### src/rtl/audio_pkg.sv
// Shared types and constants for the codec audio receive path.
package audio_pkg;

   typedef enum logic [1:0] {
      ALIGN,
      LEFT,
      RIGHT
   } rx_state_t;

   localparam int DEFAULT_DATA_WIDTH = 16;
   localparam bit MODE_I2S           = 1'b1;
   localparam bit MODE_LJ            = 1'b0;

endpackage

### src/rtl/audio_sync_edge.sv
// Two-flop synchronizer for an asynchronous pin, with rise/fall detect
// taken from a third register stage.
module audio_sync_edge (
   input  logic clk,
   input  logic srst,
   input  logic din,
   output logic sync_out,
   output logic rise,
   output logic fall
);

   logic [2:0] pipe_reg;

   always_ff @(posedge clk) begin
      if (srst) begin
         pipe_reg <= '0;
      end else begin
         pipe_reg <= {pipe_reg[1:0], din};
      end
   end

   assign sync_out = pipe_reg[1];
   assign rise     = pipe_reg[1] & ~pipe_reg[2];
   assign fall     = ~pipe_reg[1] & pipe_reg[2];

endmodule

### src/rtl/audio_adc_rx.sv
// Codec ADC receiver: deserializes I2S / left-justified stereo frames into
// parallel sample pairs presented on a valid/ready handshake.
module audio_adc_rx
   import audio_pkg::*;
#(
   parameter int DATA_WIDTH = DEFAULT_DATA_WIDTH,
   parameter bit I2S_MODE   = MODE_I2S
) (
   input  logic                  iCLK,
   input  logic                  iRST,
   input  logic                  iAUD_BCLK,
   input  logic                  iAUD_ADCLRCK,
   input  logic                  iAUD_ADCDAT,
   output logic [DATA_WIDTH-1:0] oLEFT,
   output logic [DATA_WIDTH-1:0] oRIGHT,
   output logic                  oVALID,
   input  logic                  iREADY,
   output logic                  oOVERFLOW,
   output logic                  oFRAME_ERR,
   input  logic                  iCLR_FLAGS
);

   localparam int            CW       = $clog2(DATA_WIDTH + 1);
   localparam logic [CW-1:0] FULL_CNT = CW'(DATA_WIDTH);

   // Index 0 is BCLK, index 1 is LRCK.
   logic [1:0] pin_vec, sync_vec, rise_vec, fall_vec;
   logic       unused_edges;
   genvar      gi;

   assign pin_vec = {iAUD_ADCLRCK, iAUD_BCLK};

   generate
      for (gi = 0; gi < 2; gi++) begin : g_sync
         audio_sync_edge u_sync (
            .clk      (iCLK),
            .srst     (iRST),
            .din      (pin_vec[gi]),
            .sync_out (sync_vec[gi]),
            .rise     (rise_vec[gi]),
            .fall     (fall_vec[gi])
         );
      end
   endgenerate

   assign unused_edges = ^{sync_vec[0], rise_vec[1], fall_vec};

   logic       bclk_rise, lrck_sync, lrck_edge;
   logic [1:0] dat_pipe_reg;

   assign bclk_rise = rise_vec[0];
   assign lrck_sync = sync_vec[1];

   rx_state_t             state_reg, state_next;
   logic [CW-1:0]         bit_cnt_reg, bit_cnt_next, cnt_cur;
   logic                  skip_reg, skip_next, skip_cur;
   logic                  bad_reg, bad_next;
   logic                  lrck_prev_reg;
   logic [DATA_WIDTH-1:0] shreg_reg, shreg_next;
   logic [DATA_WIDTH-1:0] left_hold_reg, left_hold_next;
   logic [DATA_WIDTH-1:0] right_hold_reg, right_hold_next;
   logic                  commit_reg, commit_next;
   logic                  start_word, frame_err_set;

   logic [DATA_WIDTH-1:0] left_out_reg, right_out_reg;
   logic                  valid_reg, overflow_reg, frame_err_reg;
   logic                  load, overflow_set;

   assign lrck_edge = lrck_sync != lrck_prev_reg;

   always_comb begin
      state_next      = state_reg;
      bit_cnt_next    = bit_cnt_reg;
      skip_next       = skip_reg;
      bad_next        = bad_reg;
      shreg_next      = shreg_reg;
      left_hold_next  = left_hold_reg;
      right_hold_next = right_hold_reg;
      commit_next     = 1'b0;
      frame_err_set   = 1'b0;
      start_word      = 1'b0;
      skip_cur        = skip_reg;
      cnt_cur         = bit_cnt_reg;

      if (bclk_rise) begin
         case (state_reg)
            ALIGN: begin
               if (lrck_edge && !lrck_sync) begin
                  state_next = LEFT;
                  bad_next   = 1'b0;
                  start_word = 1'b1;
               end
            end
            LEFT: begin
               if (lrck_edge && lrck_sync) begin
                  if (bit_cnt_reg == FULL_CNT) begin
                     left_hold_next = shreg_reg;
                  end else begin
                     frame_err_set = 1'b1;
                     bad_next      = 1'b1;
                  end
                  state_next = RIGHT;
                  start_word = 1'b1;
               end
            end
            RIGHT: begin
               if (lrck_edge && !lrck_sync) begin
                  if (bit_cnt_reg == FULL_CNT && !bad_reg) begin
                     commit_next     = 1'b1;
                     right_hold_next = shreg_reg;
                  end else begin
                     frame_err_set = 1'b1;
                  end
                  state_next = LEFT;
                  bad_next   = 1'b0;
                  start_word = 1'b1;
               end
            end
            default: state_next = ALIGN;
         endcase

         // The bit on an LRCK edge already belongs to the new word.
         if (start_word) begin
            skip_cur = I2S_MODE;
            cnt_cur  = '0;
         end
         if (state_next != ALIGN) begin
            skip_next    = 1'b0;
            bit_cnt_next = cnt_cur;
            if (!skip_cur && cnt_cur < FULL_CNT) begin
               shreg_next   = {shreg_reg[DATA_WIDTH-2:0], dat_pipe_reg[1]};
               bit_cnt_next = cnt_cur + CW'(1);
            end
         end
      end
   end

   assign load         = commit_reg & (~valid_reg | iREADY);
   assign overflow_set = commit_reg & valid_reg & ~iREADY;

   always_ff @(posedge iCLK) begin
      if (iRST) begin
         dat_pipe_reg   <= '0;
         state_reg      <= ALIGN;
         bit_cnt_reg    <= '0;
         skip_reg       <= 1'b0;
         bad_reg        <= 1'b0;
         lrck_prev_reg  <= 1'b0;
         shreg_reg      <= '0;
         left_hold_reg  <= '0;
         right_hold_reg <= '0;
         commit_reg     <= 1'b0;
         left_out_reg   <= '0;
         right_out_reg  <= '0;
         valid_reg      <= 1'b0;
         overflow_reg   <= 1'b0;
         frame_err_reg  <= 1'b0;
      end else begin
         dat_pipe_reg   <= {dat_pipe_reg[0], iAUD_ADCDAT};
         state_reg      <= state_next;
         bit_cnt_reg    <= bit_cnt_next;
         skip_reg       <= skip_next;
         bad_reg        <= bad_next;
         shreg_reg      <= shreg_next;
         left_hold_reg  <= left_hold_next;
         right_hold_reg <= right_hold_next;
         commit_reg     <= commit_next;
         if (bclk_rise) begin
            lrck_prev_reg <= lrck_sync;
         end
         if (valid_reg && iREADY) begin
            valid_reg <= 1'b0;
         end
         if (load) begin
            left_out_reg  <= left_hold_reg;
            right_out_reg <= right_hold_reg;
            valid_reg     <= 1'b1;
         end
         // A set event in the same cycle as a clear request wins.
         overflow_reg  <= overflow_set | (overflow_reg & ~iCLR_FLAGS);
         frame_err_reg <= frame_err_set | (frame_err_reg & ~iCLR_FLAGS);
      end
   end

   assign oLEFT      = left_out_reg;
   assign oRIGHT     = right_out_reg;
   assign oVALID     = valid_reg;
   assign oOVERFLOW  = overflow_reg;
   assign oFRAME_ERR = frame_err_reg;

endmodule

### config.mk
export PLATFORM = sky130hd
export DESIGN_NAME = audio_adc_rx
export DESIGN_NICKNAME = d
export VERILOG_FILES = /design/src/rtl/audio_pkg.sv /design/src/rtl/audio_sync_edge.sv /design/src/rtl/audio_adc_rx.sv
export SDC_FILE = /design/constraint.sdc
export NUM_CORES = 1
export LEC_CHECK = 0
export ABC_AREA = 1
export ABC_CLOCK_PERIOD_IN_PS = 3150
export CAP_MARGIN = 40
export CORE_MARGIN = 3
export CORE_UTILIZATION = 60
export CTS_BUF_LIST = sky130_fd_sc_hd__clkbuf_4
export DETAILED_ROUTE_END_ITERATION = 10
export PLACE_DENSITY = 0.92
export RECOVER_POWER = 25
export SLEW_MARGIN = 20
export SYNTH_ARGS = -nofsm -noshare
export SYNTH_HDL_FRONTEND = slang
export SYNTH_SLANG_ARGS = --single-unit
### constraint.sdc
create_clock -name iCLK -period 3.15 [get_ports iCLK]
set_clock_uncertainty 0.1 [all_clocks]
set_input_delay 0.4725 -clock iCLK [delete_from_list [all_inputs] [get_ports iCLK]]
set_output_delay 0.4725 -clock iCLK [all_outputs]
set_load 0.01 [all_outputs]
==> summary.txt <==
GRT
  – Vias in the first global route: between 2,000 and 3,000
  – Tot GR Track Use: 0.216
  – First-pass GRT wire length: 12,900 um
  – Largest net degree at the start of global routing: 88
  – Grt ovf: 0
  – Initial antenna violation count: 0

Timing
  – Fmax: between 0.3 and 0.4 GHz
  – Slew Viols, Final: 0
  – RSZ-0062 raised after global routing: false
  – Tcrit/Tclk final: 0.816
  – Final hold violation count: 0
  – Setup TNS Final: 0 ps
  – Relative slew slack: 0.0891
  – Minimum clock period: between 2000 and 3000 ps
  – Worst slew pin tran: roughly 1400 ps
  – Final setup vio count: 0
  – Worst setup margin: 578 ps

Logic synthesis
  – Top cell type's share of synthesized area: 0.513
  – Synth warn: 0
  – Flops & latches, synth: 100
  – Dominant synthesized flop cell: dfxtp_1
  – Cells after synthesis: between 400 and 500
  – Register area share after synthesis: 0.513
  – Mapped Area: approximately 0.004 sq mm
  – Library cells used by synthesis: 31
  – Synth Area per Inst: around 8 sq um
  – Leading area contributor after synthesis: dfxtp_1
  – Post-synth EDFFs: 0
  – Area contributors post-synth: dfxtp_1 (51%), nor2_1 (8.0%), o21ai_0 (7.7%)
  – Synth async-reset ratio: 0
  – Synth Net Count: between 400 and 500

Detailed routing
  – Routed Antenna Nets: 0
  – Detailed-router iteration count before antenna repair: 5
  – Vias per Instance: between 5 and 6
  – Final WL: roughly 7700 um
  – DRC viols: 0
  – Vias: between 3,000 and 4,000
  – Drt initial violations: about 210
  – Routed wire per std cell: between 10 and 15 um

Placement
  – DP HPWL: around 5300 um
  – Worst Setup Slack post-DPL: approximately 750 ps
  – PortBufs: 41
  – GP Congestion: 0.804

Power and ir drop
  – P_sw: 0.469 mW
  – Clock share of power: 0.332
  – Worst VDD drop: between 300 and 400 uV
  – Pwr Density: 461 mW/mm^2
  – Flop pwr share: 0.635
  – Cell Int Power: 1.54 mW
  – Switching share of total power: 0.233
  – Combinational Power Share: 0.033
  – Leakage: between 1.5 and 2 nW

Setup path
  – Buf+Inv Stages, Crit Path: 3
  – CP cell instances: dlygate4sd3_1, clkinv_1, clkbuf_2, o21ai_0, a21oi_1
  – Setup crit start kind: primary input
  – Worst r2r src: bit_cnt_reg[4]$_SDFFE_PP0P_
  – Worst EP arrival: around 2900 ps
  – Critical path type: in -> reg
  – Crit end category: register
  – Crit path from: iRST
  – Worst Path Max Fanout: between 80 and 90
  – Family with the most delay on the worst path: buffers and inverters
  – Required time worst endpoint: 3430 ps
  – Largest stage delay, worst path: 1000 ps
  – Crit-path slowest cell: clkbuf_2

Floorplan
  – Chip Height: between 80 and 90 um
  – IO Pins: 42
  – Std cell rows: 28
  – Die X: between 80 and 90 um
  – Initial Utilization: 0.640
  – Core ar.: around 0.006 sq mm
  – DIE AREA: 0.00751 sq mm

Clock network
  – CTS tree: built
  – CTS Sinks: 100
  – Clock Latency Late Sink: between 400 and 500 ps
  – TritonCTS Buffers: 9
  – Cts hold-fix bufs: 0
  – Max Buffers Root-to-Sink: 2
  – H-tree depth: 3
  – # Post-CTS Setup Buffers: 0
  – Root buf cell: clkbuf_4
  – Reg clk slew, reported paths: approximately 140 ps
  – Post_cts resized: 0

Run status
  – Outcome: completed

Cells and area
  – Share of post-route cells with drive strength above 1: 0.0686
  – Commonest non-fill, non-tap cells in the layout: dfxtp_1 (100), nor2_1 (84), nand2_1 (64)
  – Leading cell type in the layout, fill and taps excluded: dfxtp_1
  – Antenna Cells: 0
  – Nets@finish: 532
  – Syn-to-layout area delta: 11.8%

Worst hold path
  – Hold_sp: g_sync[0].u_sync.pipe_reg[0]$_SDFF_PP0_
  – Hold Crit Class: reg -> reg

Flow run
  – Maxcap violations: 0
-- worst reg2reg max path: cells and delay by family, from the launching register on --
kind	cells	cell delay, ps
buffers and inverters	1	530
AND/OR/NAND/NOR	3	940
AO/OA/AOI/OAI	1	120
flip-flops	1	570
-- layout make-up --
class	instances	area, sq um
flip-flops and latches	100	2000
fillers	454	1730
multi-input cells	302	1450
repair buffers	45	434
inverters	62	244
well taps	75	93.8
clock inverters	7	73.8
clock buffers	9	67.6
-- cells by family (layout without fill, tap and decap cells) --
| group | count (synthesis) | count (layout) | share of synthesized area |
|---|---|---|---|
| adder cells (fa/ha/maj) | 5 | 5 | 0.0160 |
| AND/OR/NAND/NOR | 167 | 167 | 0.194 |
| AO/OA/AOI/OAI | 130 | 130 | 0.177 |
| flip-flops | 100 | 100 | 0.513 |
| buffers and inverters | 85 | 123 | 0.101 |
-- path summary, 6_finish.rpt --
kind	slack (ps)	cells past startpoint	endpoint
setup / recovery	580	5	left_hold_reg[3]$_SDFFE_PP0P_
hold / removal	310	2	g_sync[0].u_sync.pipe_reg[1]$_SDFF_PP0_
setup reg to reg	770	5	right_hold_reg[3]$_SDFFE_PP0P_
hold reg to reg	310	2	g_sync[0].u_sync.pipe_reg[1]$_SDFF_PP0_
-- cell usage after synthesis (2+ instances only) --
library cell / count
nor2_1: 83
nand3_2: 3
ha_1: 5
inv_2: 2
o21ai_0: 60
nand2_2: 4
buf_2: 4
buf_6: 4
dfxtp_1: 100
a21oi_2: 9
nand3_1: 4
nand2_1: 64
a21oi_1: 49
buf_4: 2
inv_1: 57
clkbuf_1: 11
nor2_2: 2
o21ai_1: 10
clkbuf_8: 2
-- power by group through the flow --
stage	clock [mW]	sequential, mW	combinational, mW
final	0.668	1.28	0.0659
after global routing	0.730	1.28	0.0741
after CTS	0.677	1.28	0.0664
after detailed placement	0	1.31	0.0658
after global placement	0	1.30	0.0635
after floorplan	0	1.30	0.0522
-- layer usage --
layer,GRT usage,share of wire,up-vias,wire length [um]
met5,0,0,-,0
met4,0.0779,0.016,0,125
met3,0.0428,0.050,12,384
met2,0.353,0.47,85,3580
met1,0.284,0.47,1482,3600
li1,-,-,1610,-
-- metrics by stage --
step                instances   util  hold slack, ps  instance area, sq um  power (mW)
global placement          584  0.704             290                  4290        1.37
global route              600  0.716             326                  4360        2.08
CTS                       600  0.727             315                  4430        2.02
detailed placement        584  0.704             295                  4290        1.37
floorplan                 487      -             288                  3900        1.36
finish                    600  0.716             313                  4360        2.01
No activity file was read; power rests on OpenSTA's default activity.
